**config.mk**
```make
export PLATFORM = sky130hd
export DESIGN_NAME = rx_frame_filter
export DESIGN_NICKNAME = d
export VERILOG_FILES = /design/src/rtl/rx_frame_filter.sv
export SDC_FILE = /design/constraint.sdc
export NUM_CORES = 1
export LEC_CHECK = 0
export BUFFER_PORTS_ARGS = -buffer_cell sky130_fd_sc_hd__clkbuf_2
export CAP_MARGIN = 5
export CORE_MARGIN = 2
export CORE_UTILIZATION = 35
export CTS_BUF_LIST = sky130_fd_sc_hd__clkbuf_4 sky130_fd_sc_hd__clkbuf_8
export DETAILED_ROUTE_END_ITERATION = 8
export SYNTH_ARGS = -nofsm -noshare
export SYNTH_HDL_FRONTEND = slang
export SYNTH_SLANG_ARGS = --single-unit
export TNS_END_PERCENT = 20
```
**constraint.sdc**
```tcl
create_clock -name clk -period 11.83 [get_ports clk]
set_clock_uncertainty 0.1 [all_clocks]
set_input_delay 1.7745 -clock clk [delete_from_list [all_inputs] [get_ports clk]]
set_output_delay 1.7745 -clock clk [all_outputs]
set_load 0.03 [all_outputs]
```
**src/rtl/rx_frame_filter.sv**
```systemverilog
// rx_frame_filter: classifies each received frame (OK / CRC error / address
// miss / overflow), buffers accepted frames in a DEPTH-entry FIFO drained by a
// valid/ready handshake, and drives pulse-stretched status indicators.
// Optional feature macro: RX_STATS_EN adds saturating per-class event counters
// (cnt_ok, cnt_crc, cnt_id, cnt_ovf) with a synchronous stats_clr input.
module rx_frame_filter #(
  parameter int               ID_W      = 2,
  parameter int               PAYLOAD_W = 128,
  parameter int               DEPTH     = 4,
  parameter logic [ID_W-1:0]  BCAST_ID  = {ID_W{1'b1}},
  parameter int               STRETCH   = 25_000_000
) (
  input  logic                    clk,
  input  logic                    rst,
  input  logic [ID_W-1:0]         my_id,
  input  logic                    in_valid,
  input  logic                    in_crc_err,
  input  logic [ID_W-1:0]         in_dest,
  input  logic [ID_W-1:0]         in_src,
  input  logic [PAYLOAD_W-1:0]    in_payload,
  output logic                    out_valid,
  input  logic                    out_ready,
  output logic [ID_W-1:0]         out_dest,
  output logic [ID_W-1:0]         out_src,
  output logic [PAYLOAD_W-1:0]    out_payload,
  output logic [$clog2(DEPTH):0]  fifo_count,
`ifdef RX_STATS_EN
  input  logic                    stats_clr,
  output logic [15:0]             cnt_ok,
  output logic [15:0]             cnt_crc,
  output logic [15:0]             cnt_id,
  output logic [15:0]             cnt_ovf,
`endif
  output logic                    ind_ok,
  output logic                    ind_crc,
  output logic                    ind_id,
  output logic                    ind_ovf
);

  localparam int AW = $clog2(DEPTH);
  localparam int CW = AW + 1;
  localparam int FW = 2 * ID_W + PAYLOAD_W;
  localparam int TW = $clog2(STRETCH + 1);

  // Event vector bit positions, shared by indicators and counters.
  localparam int EV_OK  = 0;
  localparam int EV_CRC = 1;
  localparam int EV_ID  = 2;
  localparam int EV_OVF = 3;

  // Frame storage; written only, never reset, so it maps onto RAM.
  logic [FW-1:0] r_mem [DEPTH];

  logic [AW-1:0] r_wr_ptr;
  logic [AW-1:0] r_rd_ptr;
  logic [CW-1:0] r_count;
  logic          r_out_valid;
  logic [FW-1:0] r_head;

  logic          w_pop;
  logic          w_full;
  logic          w_crc;
  logic          w_miss;
  logic          w_admit;
  logic          w_ovf;
  logic          w_push;
  logic [FW-1:0] w_frame;
  logic [AW-1:0] w_rd_ptr_next;
  logic [CW-1:0] w_count_next;
  logic [FW-1:0] w_head_next;
  logic [3:0]    w_evt;
  logic [3:0]    w_ind;

  // Classification: CRC beats address, address beats overflow. A pop in the
  // same cycle frees a slot, so a full FIFO still accepts the frame.
  assign w_pop   = r_out_valid & out_ready;
  assign w_full  = (r_count == CW'(DEPTH));
  assign w_crc   = in_valid & in_crc_err;
  assign w_miss  = in_valid & ~in_crc_err & (in_dest != my_id) & (in_dest != BCAST_ID);
  assign w_admit = in_valid & ~in_crc_err & ~w_miss;
  assign w_ovf   = w_admit & w_full & ~w_pop;
  assign w_push  = w_admit & ~w_ovf;
  assign w_frame = {in_dest, in_src, in_payload};

  assign w_evt[EV_OK]  = w_push;
  assign w_evt[EV_CRC] = w_crc;
  assign w_evt[EV_ID]  = w_miss;
  assign w_evt[EV_OVF] = w_ovf;

  assign w_rd_ptr_next = w_pop ? (r_rd_ptr + AW'(1)) : r_rd_ptr;

  // Next occupancy from the push/pop pair.
  always_comb begin
    w_count_next = r_count;
    if (w_push && !w_pop) begin
      w_count_next = r_count + CW'(1);
    end else if (!w_push && w_pop) begin
      w_count_next = r_count - CW'(1);
    end
  end

  // Next head: the frame being written becomes the head when it lands in the
  // slot the read pointer will point at (empty FIFO, or last entry popped).
  always_comb begin
    w_head_next = r_mem[w_rd_ptr_next];
    if (w_push && (w_rd_ptr_next == r_wr_ptr)) begin
      w_head_next = w_frame;
    end
  end

  // Write accepted frames into the storage array.
  always_ff @(posedge clk) begin
    if (w_push) begin
      r_mem[r_wr_ptr] <= w_frame;
    end
  end

  // FIFO pointers, occupancy and the registered head-of-queue outputs.
  always_ff @(posedge clk) begin
    if (rst) begin
      r_wr_ptr    <= '0;
      r_rd_ptr    <= '0;
      r_count     <= '0;
      r_out_valid <= 1'b0;
      r_head      <= '0;
    end else begin
      if (w_push) begin
        r_wr_ptr <= r_wr_ptr + AW'(1);
      end
      r_rd_ptr    <= w_rd_ptr_next;
      r_count     <= w_count_next;
      r_out_valid <= (w_count_next != '0);
      // Data holds its last value once the FIFO drains.
      if (w_count_next != '0) begin
        r_head <= w_head_next;
      end
    end
  end

  assign out_valid                         = r_out_valid;
  assign {out_dest, out_src, out_payload}  = r_head;
  assign fifo_count                        = r_count;

  // One retriggerable stretch timer per event class. The indicator is high in
  // the cycle after a load and while the timer is still counting down, which
  // gives exactly STRETCH high cycles for an isolated event.
  genvar gi;
  generate
    for (gi = 0; gi < 4; gi++) begin : g_stretch
      logic [TW-1:0] r_timer;
      logic          r_ind;

      // Load on event, otherwise count down to zero.
      always_ff @(posedge clk) begin
        if (rst) begin
          r_timer <= '0;
          r_ind   <= 1'b0;
        end else if (w_evt[gi]) begin
          r_timer <= TW'(STRETCH - 1);
          r_ind   <= 1'b1;
        end else begin
          r_ind <= (r_timer != '0);
          if (r_timer != '0) begin
            r_timer <= r_timer - TW'(1);
          end
        end
      end

      assign w_ind[gi] = r_ind;
    end
  endgenerate

  assign ind_ok  = w_ind[EV_OK];
  assign ind_crc = w_ind[EV_CRC];
  assign ind_id  = w_ind[EV_ID];
  assign ind_ovf = w_ind[EV_OVF];

`ifdef RX_STATS_EN
  logic [15:0] w_cnt [4];

  generate
    for (gi = 0; gi < 4; gi++) begin : g_stats
      logic [15:0] r_cnt;

      // Saturating event counter; clear takes precedence over a same-cycle event.
      always_ff @(posedge clk) begin
        if (rst || stats_clr) begin
          r_cnt <= '0;
        end else if (w_evt[gi] && (r_cnt != 16'hFFFF)) begin
          r_cnt <= r_cnt + 16'd1;
        end
      end

      assign w_cnt[gi] = r_cnt;
    end
  endgenerate

  assign cnt_ok  = w_cnt[EV_OK];
  assign cnt_crc = w_cnt[EV_CRC];
  assign cnt_id  = w_cnt[EV_ID];
  assign cnt_ovf = w_cnt[EV_OVF];
`else
  // Without the statistics option the event vector only feeds the indicators.
`endif

endmodule
```
# Word level (Yosys, flattened, before mapping)
# Memories as Yosys holds them, arrays and structs flattened. A register that Yosys moved wholly into a read port is not among the register bits.
# Index checks and enable logic that the tools add are counted.
totals:
  mem_count: 1
  inputBits: 139
  ramBits: 528
  regBits: 112
classes:
  eq_ne: 3
  bitwise_logic: 13
  n_reduce_logical: 17
  mux: 17
  add_sub_neg: 8
memory_table:
  columns: ["name", "words", "width", "rd", "rd_clocked_by_memory_dff", "wr", "line", "rtl"]
  rows:
  - ["r_mem", 4, 132, 1, 1, 1, "52", "logic [FW-1:0] r_mem [DEPTH];"]
ops:
  columns: ["op", "count"]
  rows:
  - ["25-bit 2-to-1 mux", 8]
  - ["25-bit nonzero test", 4]
  - ["25-bit by 1-bit subtractor with 25-bit output (second input constant)", 4]
  - ["1-bit AND", 9]
  - ["2-bit nonzero test", 4]
  - ["2-bit OR reduction", 4]
  - ["1-bit 2-to-1 mux", 6]
  - ["3-bit 2-to-1 mux", 2]
  - ["2-bit by 1-bit adder with 2-bit output (second input constant)", 2]
  - ["1-bit NOT", 4]
  - ["3-bit by 1-bit adder with 3-bit output (second input constant)", 1]
  - ["3-bit == test (second input constant)", 1]
  - ["3-bit nonzero test", 1]
  - ["3-bit by 1-bit subtractor with 3-bit output (second input constant)", 1]
  - ["1-bit logical AND", 2]
  - ["1-bit zero test", 2]
  - ["2-bit 2-to-1 mux", 1]
  - ["2-bit != test", 1]
  - ["2-bit != test (second input constant)", 1]

# Depth between registers and ports, before layout
depth:
  ltp_word: 15
  depth_mapped: 10
  depth_no_buf: 8

# Worst setup path before layout
# OpenSTA, ideal clock, no wires.
synth_timing:
  kind: "input to register"
  start: "in in_dest[1]"
  end: "mem r_mem[0][0] (netlist name) (enable)"
  arrival_time_ns: 5.571
  n_path_buf: 0
  path_slack_ns: 5.651
  setup_ns: 0.508
  t_required_ns: 11.222
  path_stages: 4
  cell_sequence: "nor3b_2 nor4b_4 and2_1 and3_1"
synth_via:
  elab_chain_cells: 11
  word_cells_on_any_way: 12
  classes_between: "eq/ne (2); mux (2); bitwise (8)"
synth_rtl:
  columns: ["item", "line", "rtl"]
  rows:
  - ["from (decl)", "18", "input logic [ID_W-1:0] in_dest,"]
  - ["2-bit != test", "79", "assign w_miss = in_valid & ~in_crc_err & (in_dest != my_id) & (in_dest != BCAST_ID);"]
  - ["1-bit AND", "79", null]
  - ["1-bit AND (*)", "79", null]
  - ["1-bit NOT (*)", "80", "assign w_admit = in_valid & ~in_crc_err & ~w_miss;"]
  - ["1-bit AND (*)", "80", null]
  - ["1-bit AND (2 in series)", "81", "assign w_ovf = w_admit & w_full & ~w_pop;"]
  - ["1-bit NOT", "82", "assign w_push = w_admit & ~w_ovf;"]
  - ["1-bit AND (*)", "82", null]
  - ["1-bit 2-to-1 mux (*)", "113", "if (w_push) begin"]
  - ["1-bit 2-to-1 mux (implied by the code) (*)", "114", "r_mem[r_wr_ptr] <= w_frame;"]
  - ["to (decl)", "52", null]
# Mark *: on every way between the ends. The rest lies on a longest branch, timed or not.

# Worst setup path after layout
layout_timing:
  start: "in in_dest[1]"
  end: "reg r_head[61] (read register of r_mem)"
layout_via:
  elab_chain_cells: 14
  word_cells_on_any_way: 16
  classes_between: "eq/ne (2); mux (2); bitwise (8); reduce/logical (4)"
layout_rtl:
  columns: ["item", "line", "rtl"]
  rows:
  - ["2-bit != test", "79", null]
  - ["1-bit AND", "79", null]
  - ["1-bit AND (*)", "79", null]
  - ["1-bit NOT (*)", "80", null]
  - ["1-bit AND (*)", "80", null]
  - ["1-bit AND (2 in series)", "81", null]
  - ["1-bit NOT", "82", null]
  - ["1-bit AND (*)", "82", null]
  - ["1-bit zero test", "97", "end else if (!w_push && w_pop) begin"]
  - ["1-bit logical AND", "97", null]
  - ["3-bit 2-to-1 mux", "97", null]
  - ["3-bit 2-to-1 mux (*)", "95", "if (w_push && !w_pop) begin"]
  - ["3-bit nonzero test (*)", "134", "if (w_count_next != '0) begin"]
  - ["to (decl)", "58", "logic [FW-1:0] r_head;"]
# Marked as above.
# A chain may end at the register's enable or synchronous reset.

==> impl_metrics.sql <==
INSERT INTO impl_metrics (metric_group, metric, value, unit) VALUES
('route', 'via_count', '18800', ''),
('timing', 'final.min_clock_period', '5220', 'ps'),
('final_layout', 'multi_input_comb_area', '9850', 'um2'),
('floorplan', 'die_outline_area', '91600', 'um2'),
('timing', 'finalSetupViolCount', '0', ''),
('pwr', 'clock_power_share', '28.8', '%'),
('global_routing', 'grt_overflow', '0', ''),
('route', 'drt-vias-per-instance', '5.34', ''),
('synthesis', 'synth-seq-area-share', '66.4', '%'),
('synthesis', 'synth_cells', '1938', ''),
('timing', 'rsz0062_at_grt', 'false', ''),
('route', 'drtAntennaViolNets', '0', ''),
('place', 'pre_cts_ws', '5890', 'ps'),
('synthesis', 'synth_enable_flop_cells', '528', ''),
('cts', 'clk_latency', '780', 'ps'),
('run', 'max-cap-violations', '0', ''),
('timing', 'worst_slack', '6610', 'ps'),
('final_layout', 'syn_to_final_growth', '17.0', '%'),
('floorplan', 'die_height', '303', 'um'),
('synthesis', 'synth.distinct_cells', '62', ''),
('status', 'status', 'complete, no violations', ''),
('pwr', 'combPwrFrac', '32.1', '%'),
('global_routing', 'global_route_wire_length_before_repair', '119000', 'um'),
('route', 'wl_per_cell', '22.3', 'um'),
('place', 'port_buffers', '278', ''),
('floorplan', 'start_util', '35.3', '%'),
('pwr', 'p_seq_share', '39.2', '%'),
('floorplan', 'rows', '109', ''),
('timing', 'max_slew_headroom_at_the_worst_pin', '25.9', '%'),
('synthesis', 'ys_top_cells_by_count', 'sky130_fd_sc_hd__edfxtp_1 (528), sky130_fd_sc_hd__dfxtp_1 (244), sky130_fd_sc_hd__a21oi_1 (203), sky130_fd_sc_hd__mux2i_1 (133), sky130_fd_sc_hd__mux4_2 (132)', ''),
('floorplan', 'coreArea', '88400', 'um2'),
('route', 'number_of_remaining_drc_errors', '0', ''),
('timing', 'tightestPinTransition', '1110', 'ps'),
('cts', 'tritoncts', 'built', ''),
('place', 'place.gp.congestion', '0.770', ''),
('pwr', 'switching_power', '3080', 'uW'),
('synthesis', 'synth_largest_type_area_fraction', '50.8', '%'),
('worst_setup_path', 'critical_path.max_fanout', '51', ''),
('cts', 'post_cts_resize_count', '0', ''),
('synthesis', 'synth_fp_nets', '2092', ''),
('final_layout', 'final_layout_size_suffix_gt1_share', '33.1', '%'),
('synthesis', 'syn_area_per_cell', '16.1', 'um2'),
('global_routing', 'pin_count_of_the_biggest_net_entering_global_routing', '134', ''),
('cts', 'h_tree_level_count', '4', ''),
('floorplan', 'width_of_the_die', '303', 'um'),
('worst_setup_path', 'critical_path_required', '12400', 'ps'),
('route', 'routed_wl', '78300', 'um'),
('synthesis', 'yosysWarningCount', '0', ''),
('pwr', 'netSwitchingFraction', '35.2', '%'),
('cts', 'cts_num_sinks', '772', ''),
('hold_path', 'min_delay_path_depth', '2', ''),
('worst_setup_path', 'path_class', 'primary input to register', ''),
('synthesis', 'yosys.area.top_type', 'sky130_fd_sc_hd__edfxtp_1', ''),
('synthesis', 'synth.most_common_cell', 'sky130_fd_sc_hd__edfxtp_1', ''),
('synthesis', 'syn-cell-area', '31200', 'um2'),
('cts', 'ctsHoldBuffers', '0', ''),
('worst_setup_path', 'cp.arrival', '5790', 'ps'),
('floorplan', 'io_pins', '279', ''),
('timing', 'achievable-frequency', '192', 'MHz'),
('global_routing', 'grt.total_usage', '17.1', '%'),
('cts', 'worst_setup_hold_path_clk_slew', '60', 'ps'),
('cts', 'cts_inserted_buffers', '136', ''),
('timing', 'tns', '0', 'ps'),
('synthesis', 'synth.ff_latch_count', '772', ''),
('pwr', 'p_leak', '0.0125', 'uW'),
('worst_setup_path', 'setup.worst_path.end_class', 'register', ''),
('cts', 'root_buffer', 'sky130_fd_sc_hd__clkbuf_8', ''),
('synthesis', 'synth_ff_type', 'sky130_fd_sc_hd__edfxtp_1', ''),
('worst_setup_path', 'critical_path.startpoint_type', 'primary input', ''),
('final_layout', 'fill_cells', '8068', ''),
('pwr', 'internal_power', '5680', 'uW');
layout make-up:
type | count | share of cell area [%]
Tap cell | 1165 | 3.99
Clock inverter | 43 | 1.00
Antenna cell | 5 | 0.0343
Sequential cell | 772 | 56.8
Inverter | 14 | 0.144
Multi-Input combinational cell | 1007 | 27.0
Timing Repair Buffer | 301 | 4.38
Clock buffer | 205 | 6.70
cell usage in the layout, fill, tap and decap left out, types with 12 or more instances in the layout:
master                       n
sky130_fd_sc_hd__nand3_1    12
sky130_fd_sc_hd__buf_4      21
sky130_fd_sc_hd__nor3_1     30
sky130_fd_sc_hd__mux4_2    132
sky130_fd_sc_hd__edfxtp_1  528
sky130_fd_sc_hd__clkbuf_8  145
sky130_fd_sc_hd__a21oi_1   203
sky130_fd_sc_hd__nand2_1    26
sky130_fd_sc_hd__clkinv_1   12
sky130_fd_sc_hd__xor2_1     28
sky130_fd_sc_hd__dfxtp_1   244
sky130_fd_sc_hd__xnor2_1    59
sky130_fd_sc_hd__inv_1      14
sky130_fd_sc_hd__or3_1      22
sky130_fd_sc_hd__or4_1      12
sky130_fd_sc_hd__ha_1       15
sky130_fd_sc_hd__clkbuf_4   60
sky130_fd_sc_hd__a221oi_2   80
sky130_fd_sc_hd__a221oi_1   52
sky130_fd_sc_hd__nor4_1     31
sky130_fd_sc_hd__clkbuf_2  277
sky130_fd_sc_hd__mux2i_1   133
sky130_fd_sc_hd__nor2_1     59
path summary, 6_finish.rpt:
kind / startpoint / to / slack, ps
hold / removal: g_stretch[0].r_timer[10]$_SDFFE_PP0P_ / g_stretch[0].r_timer[10]$_SDFFE_PP0P_ / 390
setup reg to reg: fifo_count[0]$_SDFF_PP0_ / r_head[61]$_SDFFE_PP0P_ / 7430
hold reg to reg: g_stretch[0].r_timer[10]$_SDFFE_PP0P_ / g_stretch[0].r_timer[10]$_SDFFE_PP0P_ / 390
setup / recovery: in_dest[1] / r_head[61]$_SDFFE_PP0P_ / 6610
sequential cells by signal, summed over array words and instances (netlist names):
register           cells
r_mem                528
r_head               132
g_stretch.r_timer    100
fifo_count             3
r_rd_ptr               2
r_wr_ptr               2
ind_crc                1
ind_id                 1
ind_ok                 1
ind_ovf                1
out_valid              1
stage by stage:
stage / cell area [um2] / std cells / total power (uW) / utilization (%) / hold WS, ps
after global placement: 33700 / 3259 / 6240 / 38.1 / 349
final: 36500 / 3512 / 8760 / 41.3 / 387
after CTS: 36500 / 3507 / 8870 / 41.3 / 377
after detailed placement: 33700 / 3259 / 6310 / 38.1 / 368
after global routing: 36500 / 3512 / 9230 / 41.3 / 399
after floorplan: 31200 / 1938 / 5600 / - / 339
cell families after synthesis:
group           after synthesis  synth area share [%]
buf+inv                     159                  2.34
flops                       772                  66.4
xor+xnor                     89                  2.50
fa+ha+maj                    15                 0.601
simple gates                268                  5.00
compound gates              368                  9.30
mux                         267                  13.9
power groups by stage:
| stage | Combinational, uW | Sequential, uW | Clock (uW) |
|---|---|---|---|
| 6_report | 2810 | 3430 | 2520 |
| 3_3_place_gp | 2780 | 3470 | 0 |
| 2_1_floorplan | 1820 | 3780 | 0 |
| 3_5_place_dp | 2830 | 3480 | 0 |
| 5_1_grt | 3050 | 3460 | 2720 |
| 4_1_cts | 2840 | 3430 | 2600 |
routing by layer:
layer / vias to the layer above / global-route usage (%) / routed length, um
met2: 502 / 27.6 / 37900
met3: 129 / 4.38 / 4700
li1: 8400 / - / -
met1: 9724 / 22.3 / 34000
met4: 6 / 6.08 / 1710
met5: - / 0 / 41
worst max-delay path: stages:
cell	delay [ps]
sky130_fd_sc_hd__clkbuf_2	140
sky130_fd_sc_hd__nor3b_2	190
sky130_fd_sc_hd__nor4b_4	440
sky130_fd_sc_hd__nand3_1	780
sky130_fd_sc_hd__nor3_2	420
sky130_fd_sc_hd__buf_4	520
sky130_fd_sc_hd__buf_4	850
sky130_fd_sc_hd__mux2i_1	230
sky130_fd_sc_hd__a221oi_2	320
(Power assumes the default switching activity.)
